File: src/rtl/debounce_pkg.sv
// debounce_pkg: shared FSM state type and synchronizer depth for the debouncer
package debounce_pkg;
  localparam int SYNC_STAGES = 2;
  typedef enum logic [1:0] {S_STABLE_LOW, S_WAIT_HIGH, S_STABLE_HIGH, S_WAIT_LOW} debounce_state_t;
endpackage

File: src/rtl/debouncer_synchronizer.sv
// synchronizer: STAGES-deep flop chain, sync reset to RESET_VALUE (clk, rst, d -> q)
module synchronizer #(
  parameter int   STAGES      = 2,
  parameter logic RESET_VALUE = 1'b0
) (
  input  logic clk,
  input  logic rst,
  input  logic d,
  output logic q
);
  logic [STAGES-1:0] ff;
  always_ff @(posedge clk) ff <= rst ? {STAGES{RESET_VALUE}} : STAGES'({ff, d});
  assign q = ff[STAGES-1];
endmodule

File: src/rtl/debouncer.sv
// debouncer: clk, rst, raw in -> registered debounced out and busy; DEBOUNCER_SYNC_EN adds a 2-flop input synchronizer
module debouncer
  import debounce_pkg::*;
#(
  parameter int   STABLE_CYCLES = 16,
  parameter logic RESET_LEVEL   = 1'b0
) (
  input  logic clk,
  input  logic rst,
  input  logic in,
  output logic out,
  output logic busy
);
  localparam int CW = $clog2(STABLE_CYCLES + 1);
  localparam logic [CW-1:0] LAST = CW'(STABLE_CYCLES - 1);
  if (STABLE_CYCLES < 2) begin : g_bad_cfg
    $error("debouncer: STABLE_CYCLES must be >= 2");
  end
  logic s;
`ifdef DEBOUNCER_SYNC_EN
  synchronizer #(.STAGES(SYNC_STAGES), .RESET_VALUE(RESET_LEVEL)) u_sync (
    .clk(clk),
    .rst(rst),
    .d(in),
    .q(s)
  );
`else
  assign s = in;
`endif
  debounce_state_t state, state_n;
  logic [CW-1:0] count, count_n;
  always_ff @(posedge clk) begin
    state <= rst ? (RESET_LEVEL ? S_STABLE_HIGH : S_STABLE_LOW) : state_n;
    count <= rst ? '0 : count_n;
  end
  always_comb begin
    state_n = state;
    count_n = '0;
    case (state)
      S_STABLE_LOW: if (s) begin
        state_n = S_WAIT_HIGH;
        count_n = CW'(1);
      end
      S_WAIT_HIGH:
        if (!s) state_n = S_STABLE_LOW;
        else if (count == LAST) state_n = S_STABLE_HIGH;
        else count_n = count + 1'b1;
      S_STABLE_HIGH: if (!s) begin
        state_n = S_WAIT_LOW;
        count_n = CW'(1);
      end
      S_WAIT_LOW:
        if (s) state_n = S_STABLE_HIGH;
        else if (count == LAST) state_n = S_STABLE_LOW;
        else count_n = count + 1'b1;
    endcase
  end
  assign out  = state == S_STABLE_HIGH || state == S_WAIT_LOW;
  assign busy = state == S_WAIT_HIGH || state == S_WAIT_LOW;
endmodule

File: config.mk
export PLATFORM = sky130hd
export DESIGN_NAME = debouncer
export DESIGN_NICKNAME = d
export VERILOG_FILES = /design/src/rtl/debounce_pkg.sv /design/src/rtl/debouncer_synchronizer.sv /design/src/rtl/debouncer.sv
export SDC_FILE = /design/constraint.sdc
export NUM_CORES = 1
export LEC_CHECK = 0
export ABC_AREA = 1
export BUFFER_PORTS_ARGS = -buffer_cell sky130_fd_sc_hd__clkbuf_2
export CORE_AREA = 2 2 39 41
export DETAILED_ROUTE_END_ITERATION = 8
export DIE_AREA = 0 0 41 43
export PLACE_DENSITY = 0.46
export SYNTH_ARGS = -nofsm -noshare
export SYNTH_HDL_FRONTEND = slang
export SYNTH_SLANG_ARGS = --single-unit
File: constraint.sdc
create_clock -name clk -period 1.1 [get_ports clk]
set_input_delay 0 -clock clk [delete_from_list [all_inputs] [get_ports clk]]
set_output_delay 0 -clock clk [all_outputs]
set_load 0.005 [all_outputs]
==> results of run 1 <==
## path summary, 6_finish.rpt
check	cells past startpoint	end	from
setup / recovery	5	flip-flop	count[1]
hold reg to reg	2	count[4]	count[4]
hold / removal	5	flip-flop	in
setup reg to reg	5	flip-flop	count[1]
## worst max-delay path, cell delays in order, from the launching register on
cell      delay [ps]
dfxtp_2          350
ha_4             130
nand4_1          140
a21boi_2         220
nor2_1            50
nor2_1            70
## report_power, final
group,switching (mW),internal [mW]
logic,0.0372,0.0367
clock network,0.0976,0.139
registers,0.0173,0.268
total,0.152,0.444
## final cells by class
cell class / count / area share
well taps: 16 / 0.0483
multi-input cells: 26 / 0.399
repair buffers: 7 / 0.109
flip-flops and latches: 7 / 0.344
inverters: 4 / 0.0363
clock buffers: 4 / 0.0634
## stage by stage
step	setup WS (ps)	hold slack (ps)
2_1_floorplan	81.9	76.1
3_3_place_gp	46.0	196
3_5_place_dp	49.9	201
4_1_cts	38.1	97.7
5_1_grt	-0.484	151
6_report	69.8	104
## layer usage
metal | up-vias | global-route usage
met1 | 127 | 0.104
met5 | - | 0
li1 | 147 | -
met2 | 7 | 0.113
met4 | 0 | 0.0200
met3 | 0 | 0.0628
## cells by family after synthesis
group | after synthesis
DFF | 7
and+or+nand+nor | 20
AOI/OAI and AO/OA | 3
xor gates and xnor gates | 2
adders and majority gates | 1
buffers and inverters | 6
## cell usage in the layout (no fill, tap or decap)
master         instances
nand2_1                6
dfxtp_1                5
inv_1                  4
clkbuf_2               4
nor2_1                 3
nand3_1                3
nor3_1                 3
clkbuf_4               3
o21ai_0                2
nor3b_1                2
dfxtp_2                2
buf_4                  2
nand2_2                1
nand4_1                1
a21boi_2               1
nand3_2                1
xor2_1                 1
xnor2_1                1
ha_4                   1
clkbuf_1               1
dlygate4sd3_1          1
## repair_timing
item                                   4_1_cts  5_1_grt
gates resized for setup                      0        5
hold buffers                                 1        0
endpoints found under the hold margin        1        0
setup endpoints to repair                    0        4
==> results.txt, run 1 <==
number of buffers added on ports = 4
unrepaired setup endpoints after global routing = true
Post-Syn Nets = 43
crit path DAT = 1220 ps
met1 WL = 270 µm
vias in the first global route = 231
DP HPWL = 417 µm
initial antenna violation count = 0
Max Cap Viol = 0
# Post-CTS Setup Buffers = 0
Initial DRT Pass Iterations = 4
boundary pin count = 5
DRC errors left = 0
worst-margin pin slew = 383 ps
clock root buffer = clkbuf_4
cells after synthesis = 39
Layout Skew = 3.24 ps
endpoints failing hold = 0
Area Growth Syn to Fin = 33.5%
# clock sinks = 7
Max Root-Sink Buffers = 2
Worst VDD drop = 0.669 mV
Critical Path RT = 1290 ps
Pleak = 0.159 nW
Core Area = 0.00138 mm²
status = complete, no violations
Layout Nets = 53
placed insts = 59
chip height = 43 µm
largest net degree at the start of global routing = 9
Max transition margin = 0.742
synthesis-stage register bit count = 7
share of the yosys chip area belonging to registers = 0.452
Initial Utilization = 0.224
most common cell in the synthesized netlist = dfxtp_1
final core occ = 0.299
layout cell share with drive strength beyond 1 = 0.313
post-synthesis mux area share = 0
EDFF count, synth = 0
final setup TNS = 0 ps
Reg2Reg Setup Slack = 70 ps
Syn Std Cell Area = 310 µm²
f_max = 0.971 GHz
Post-Synth Adder-Cell Area = 0.0403
placed inst area = 358 µm²
grt ovf = 0
Yosys top cell by area = dfxtp_1
Netlist cell types = 15
clk slew on worst S/H paths = 50 ps
area fraction in compound gates after synthesis = 0.0685
drt via density = 4.39
Final Cell Area = 414 µm²
share of the synthesized area in the top cell type = 0.452
CTS tree = done
post-DR wirelength/cell = 9.23 µm
antenna-violating nets left = 0
Rows = 14
global-route wire length before repair = 966 µm
Startpoint Class = flip-flop
crit share post-route = 0.937
Final Total Pwr = 596 µW
most frequent cells after synthesis = dfxtp_1 (7), nand2_1 (6), inv_1 (4), nand3_1 (4)
type of the worst setup path = flip-flop to flip-flop
Mapped Avg Cell Area = 7.96 µm²
DR vias = 281
uppermost layer routed = met3
GPL Wtd Cong = 0.668
register area = 143 µm²
gr usage total = 0.0837
diodes inserted = 0
WL met2 = 280 µm
Multi-input gate area = 165 µm²
synth warn = 0
Cell Count, Final, Fillers Out = 64
CP Capture Type = flip-flop
ys flop type = dfxtp_1
fin crit period = 1030 ps
PwrDens = 1440 mW/mm²
number of fill cells = 150
main combinational cell family by area after synthesis = simple AND/OR/NAND/NOR gates
Worst Path Max Fanout = 3
Synth area leaders = dfxtp_1 (45%), nand2_1 (7.3%), nand3_1 (6.5%), nor3_1 (4.8%), inv_1 (4.8%)
Simple-Gate Fraction of Synth Area = 0.310
clk_lat worst skew = 250 ps
Setup violations, final = 0
ys async rst share = 0
Die Width = 41 µm
DRT Wirelength = 591 µm
die area = 0.00176 mm²
number of H-tree levels = 1
Max Slew Vio Count = 0
WL met3 = 40 µm
Hold Path Class = input port to flip-flop
Synth Area in XOR/XNOR = 0.0565
initial DRC count = 2
CTS Buf Count = 3
(Power assumes the default switching activity.)
==> run 2, diff against run 1 <==
--- a/config.mk
+++ b/config.mk
@@ -10,7 +10,8 @@
 export CORE_AREA = 2 2 39 41
 export DETAILED_ROUTE_END_ITERATION = 8
 export DIE_AREA = 0 0 41 43
-export PLACE_DENSITY = 0.46
+export PLACE_DENSITY = 0.45
+export SETUP_SLACK_MARGIN = 0.5
 export SYNTH_ARGS = -nofsm -noshare
 export SYNTH_HDL_FRONTEND = slang
 export SYNTH_SLANG_ARGS = --single-unit
==> constraint.sdc (replaced) <==
create_clock -name clk -period 1.15 [get_ports clk]
set_input_delay 0 -clock clk [delete_from_list [all_inputs] [get_ports clk]]
set_output_delay 0 -clock clk [all_outputs]
set_load 0.005 [all_outputs]
==> run 2 against run 1 <==
The flow now finishes with violations (hold timing); core utilization is 0.27 points higher; die area stayed put; first-iteration DRC count grew to 4.0 times the previous value; combinational power is 3.1% higher; fmax is 2.8% higher; wire length is 1.5% lower; critical path depth is 1 higher; worst hold slack worse by 170 ps; cell area is 0.91% higher; power is 3.2% lower; sequential share of layout area is 0.89 points higher.
==> results.txt, run 2 (same netlist as run 1, synthesis figures left out) <==
status = complete, but fails checks (was complete, no violations)
failing checks = hold timing
unrepaired setup endpoints after global routing = true (unchanged)
initial antenna violation count = 0 (unchanged)
drt via density = 4.52 (was 4.39)
crit path max-delay cell type = dfxtp_2 (unchanged)
Worst VDD drop = 0.530 mV (was 0.669 mV)
Clock power frac = 0.388 (was 0.396)
placed insts = 57 (was 59)
CTS Buf Count = 3 (unchanged)
initial DRC count = 8 (was 2)
CTS tree = done (unchanged)
Final Worst Setup Slack = 148 ps (was 69.8 ps)
Max Slew Vio Count = 0 (unchanged)
CP Capture Type = flip-flop (unchanged)
post-DR wirelength/cell = 9.24 µm (was 9.23 µm)
fin crit period = 1000 ps (was 1030 ps)
Initial DRT Pass Iterations = 4 (unchanged)
diodes inserted = 0 (unchanged)
placed inst area = 358 µm² (unchanged)
Max Cap Viol = 0 (unchanged)
worst slack at placement = 121 ps (was 49.9 ps)
Rows = 14 (unchanged)
sw frac = 0.254 (was 0.255)
Critical Path RT = 1300 ps (was 1290 ps)
type of the worst setup path = flip-flop to flip-flop (unchanged)
worst-margin pin slew = 255 ps (was 383 ps)
hold slack = -68.8 ps (was 104 ps)
Hold Path Class = input port to flip-flop (unchanged)
Final Cell Area = 418 µm² (was 414 µm²)
chip height = 43 µm (unchanged)
grt ovf = 0 (unchanged)
gr usage total = 0.0947 (was 0.0837)
commonest non-fill, non-tap cell in the layout = nand2_1 (unchanged)
number of H-tree levels = 1 (unchanged)
antenna-violating nets left = 0 (unchanged)
clk slew on worst S/H paths = 50 ps (about the same)
final setup TNS = 0 ps (unchanged)
largest net degree at the start of global routing = 9 (unchanged)
P_int = 430 µW (was 444 µW)
Die Width = 41 µm (unchanged)
crit share post-route = 0.872 (was 0.937)
PwrDens = 1380 mW/mm² (was 1440 mW/mm²)
endpoints failing hold = 1 (was 0)
layout cell share with drive strength beyond 1 = 0.383 (was 0.313)
global-route wire length before repair = 1080 µm (was 966 µm)
vias in the first global route = 284 (was 231)
most frequent cells in the layout = nand2_1 (5), inv_1 (4), nand3_1 (4) (was nand2_1 (6), dfxtp_1 (5), inv_1 (4), clkbuf_2 (4))
clk_lat worst skew = 250 ps (about the same)
DP HPWL = 396 µm (was 417 µm)
Layout Nets = 52 (was 53)
most frequent CP cell = nand3_1 (was nor2_1)
boundary pin count = 5 (unchanged)
clock root buffer = clkbuf_4 (unchanged)
Startpoint Class = flip-flop (unchanged)
number of buffers added on ports = 4 (unchanged)
f_max = 0.998 GHz (was 0.971 GHz)
CP Cell Sequence = ha_4, nand4_1, nand3_1, nand3_1, nand2_1, nor2_1 (was ha_4, nand4_1, a21boi_2, nor2_1, nor2_1)
Max transition margin = 0.829 (was 0.742)
DRT Wirelength = 582 µm (was 591 µm)
Layout Skew = 0.827 ps (was 3.24 ps)
Core Area = 0.00138 mm² (unchanged)
sequential power share = 0.480 (about the same)
Max Root-Sink Buffers = 2 (unchanged)
DRC errors left = 0 (unchanged)
die area = 0.00176 mm² (unchanged)
crit path DAT = 1150 ps (was 1220 ps)
CP peak stage delay = 350 ps (about the same)
Comb pwr share = 0.132 (was 0.124)
Pleak = 0.158 nW (was 0.159 nW)
DR vias = 285 (was 281)
Setup violations, final = 0 (unchanged)
GPL Wtd Cong = 0.624 (was 0.668)
# clock sinks = 7 (unchanged)
Worst Path Max Fanout = 2 (was 3)
Cell Count, Final, Fillers Out = 63 (was 64)
Initial Utilization = 0.224 (unchanged)
Area Growth Syn to Fin = 34.7% (was 33.5%)
Psw = 147 µW (was 152 µW)
[run 2: critical path, delay by kind of cell (launching register included)]
family	cells	cell delay [ps]
adders and majority gates	1	130
and+or+nand+nor	5	420
DFF	1	350
[run 2: area by class of cell]
| class | instances | area, µm² |
|---|---|---|
| Fill cell | 152 | 966 |
| Multi-Input combinational cell | 26 | 168 |
| Sequential cell | 7 | 148 |
| Timing Repair Buffer | 6 | 41.3 |
| Clock buffer | 4 | 26.3 |
| Tap cell | 16 | 20.0 |
| Inverter | 4 | 15.0 |
[run 2: per-layer routing]
layer  share of wire  routed length [µm]  up-vias  GRT usage
met5               0                   0        -          0
met4           0.043                  25        0     0.0800
met3           0.058                  34        5     0.0471
met2            0.47                 273        7      0.122
met1            0.43                 249      127      0.110
li1                -                   -      146          -
[run 2: final timing paths]
path | startpoint | endpoint | slack, ps | cells after the start
max | count[0] | flip-flop | 150 | 6
min | rst | count[1] | -70 | 2
max reg2reg | count[0] | flip-flop | 150 | 6
min reg2reg | count[4] | count[4] | 450 | 2
[run 2: what timing repair did]
item / CTS / global route
setup endpoints to repair: 9 / 9
hold endpoints to repair: 1 / 1
buffers inserted: 2 / 0
pin swaps: 10 / 4
gates cloned: 0 / 0
gates resized for setup: 4 / 4
[run 2: per-stage QoR]
stage	total power, mW	utilization
4_1_cts	0.574	0.291
2_1_floorplan	0.321	-
6_report	0.577	0.302
3_5_place_dp	0.338	0.259
5_1_grt	0.611	0.302
3_3_place_gp	0.339	0.259
[run 2: power groups by stage]
stage / combinational, mW / clock (mW) / sequential (mW)
after floorplan: 0.0459 / 0 / 0.275
after global placement: 0.0607 / 0 / 0.279
after detailed placement: 0.0595 / 0 / 0.278
after CTS: 0.0685 / 0.231 / 0.274
after global routing: 0.0897 / 0.243 / 0.279
final: 0.0763 / 0.224 / 0.277
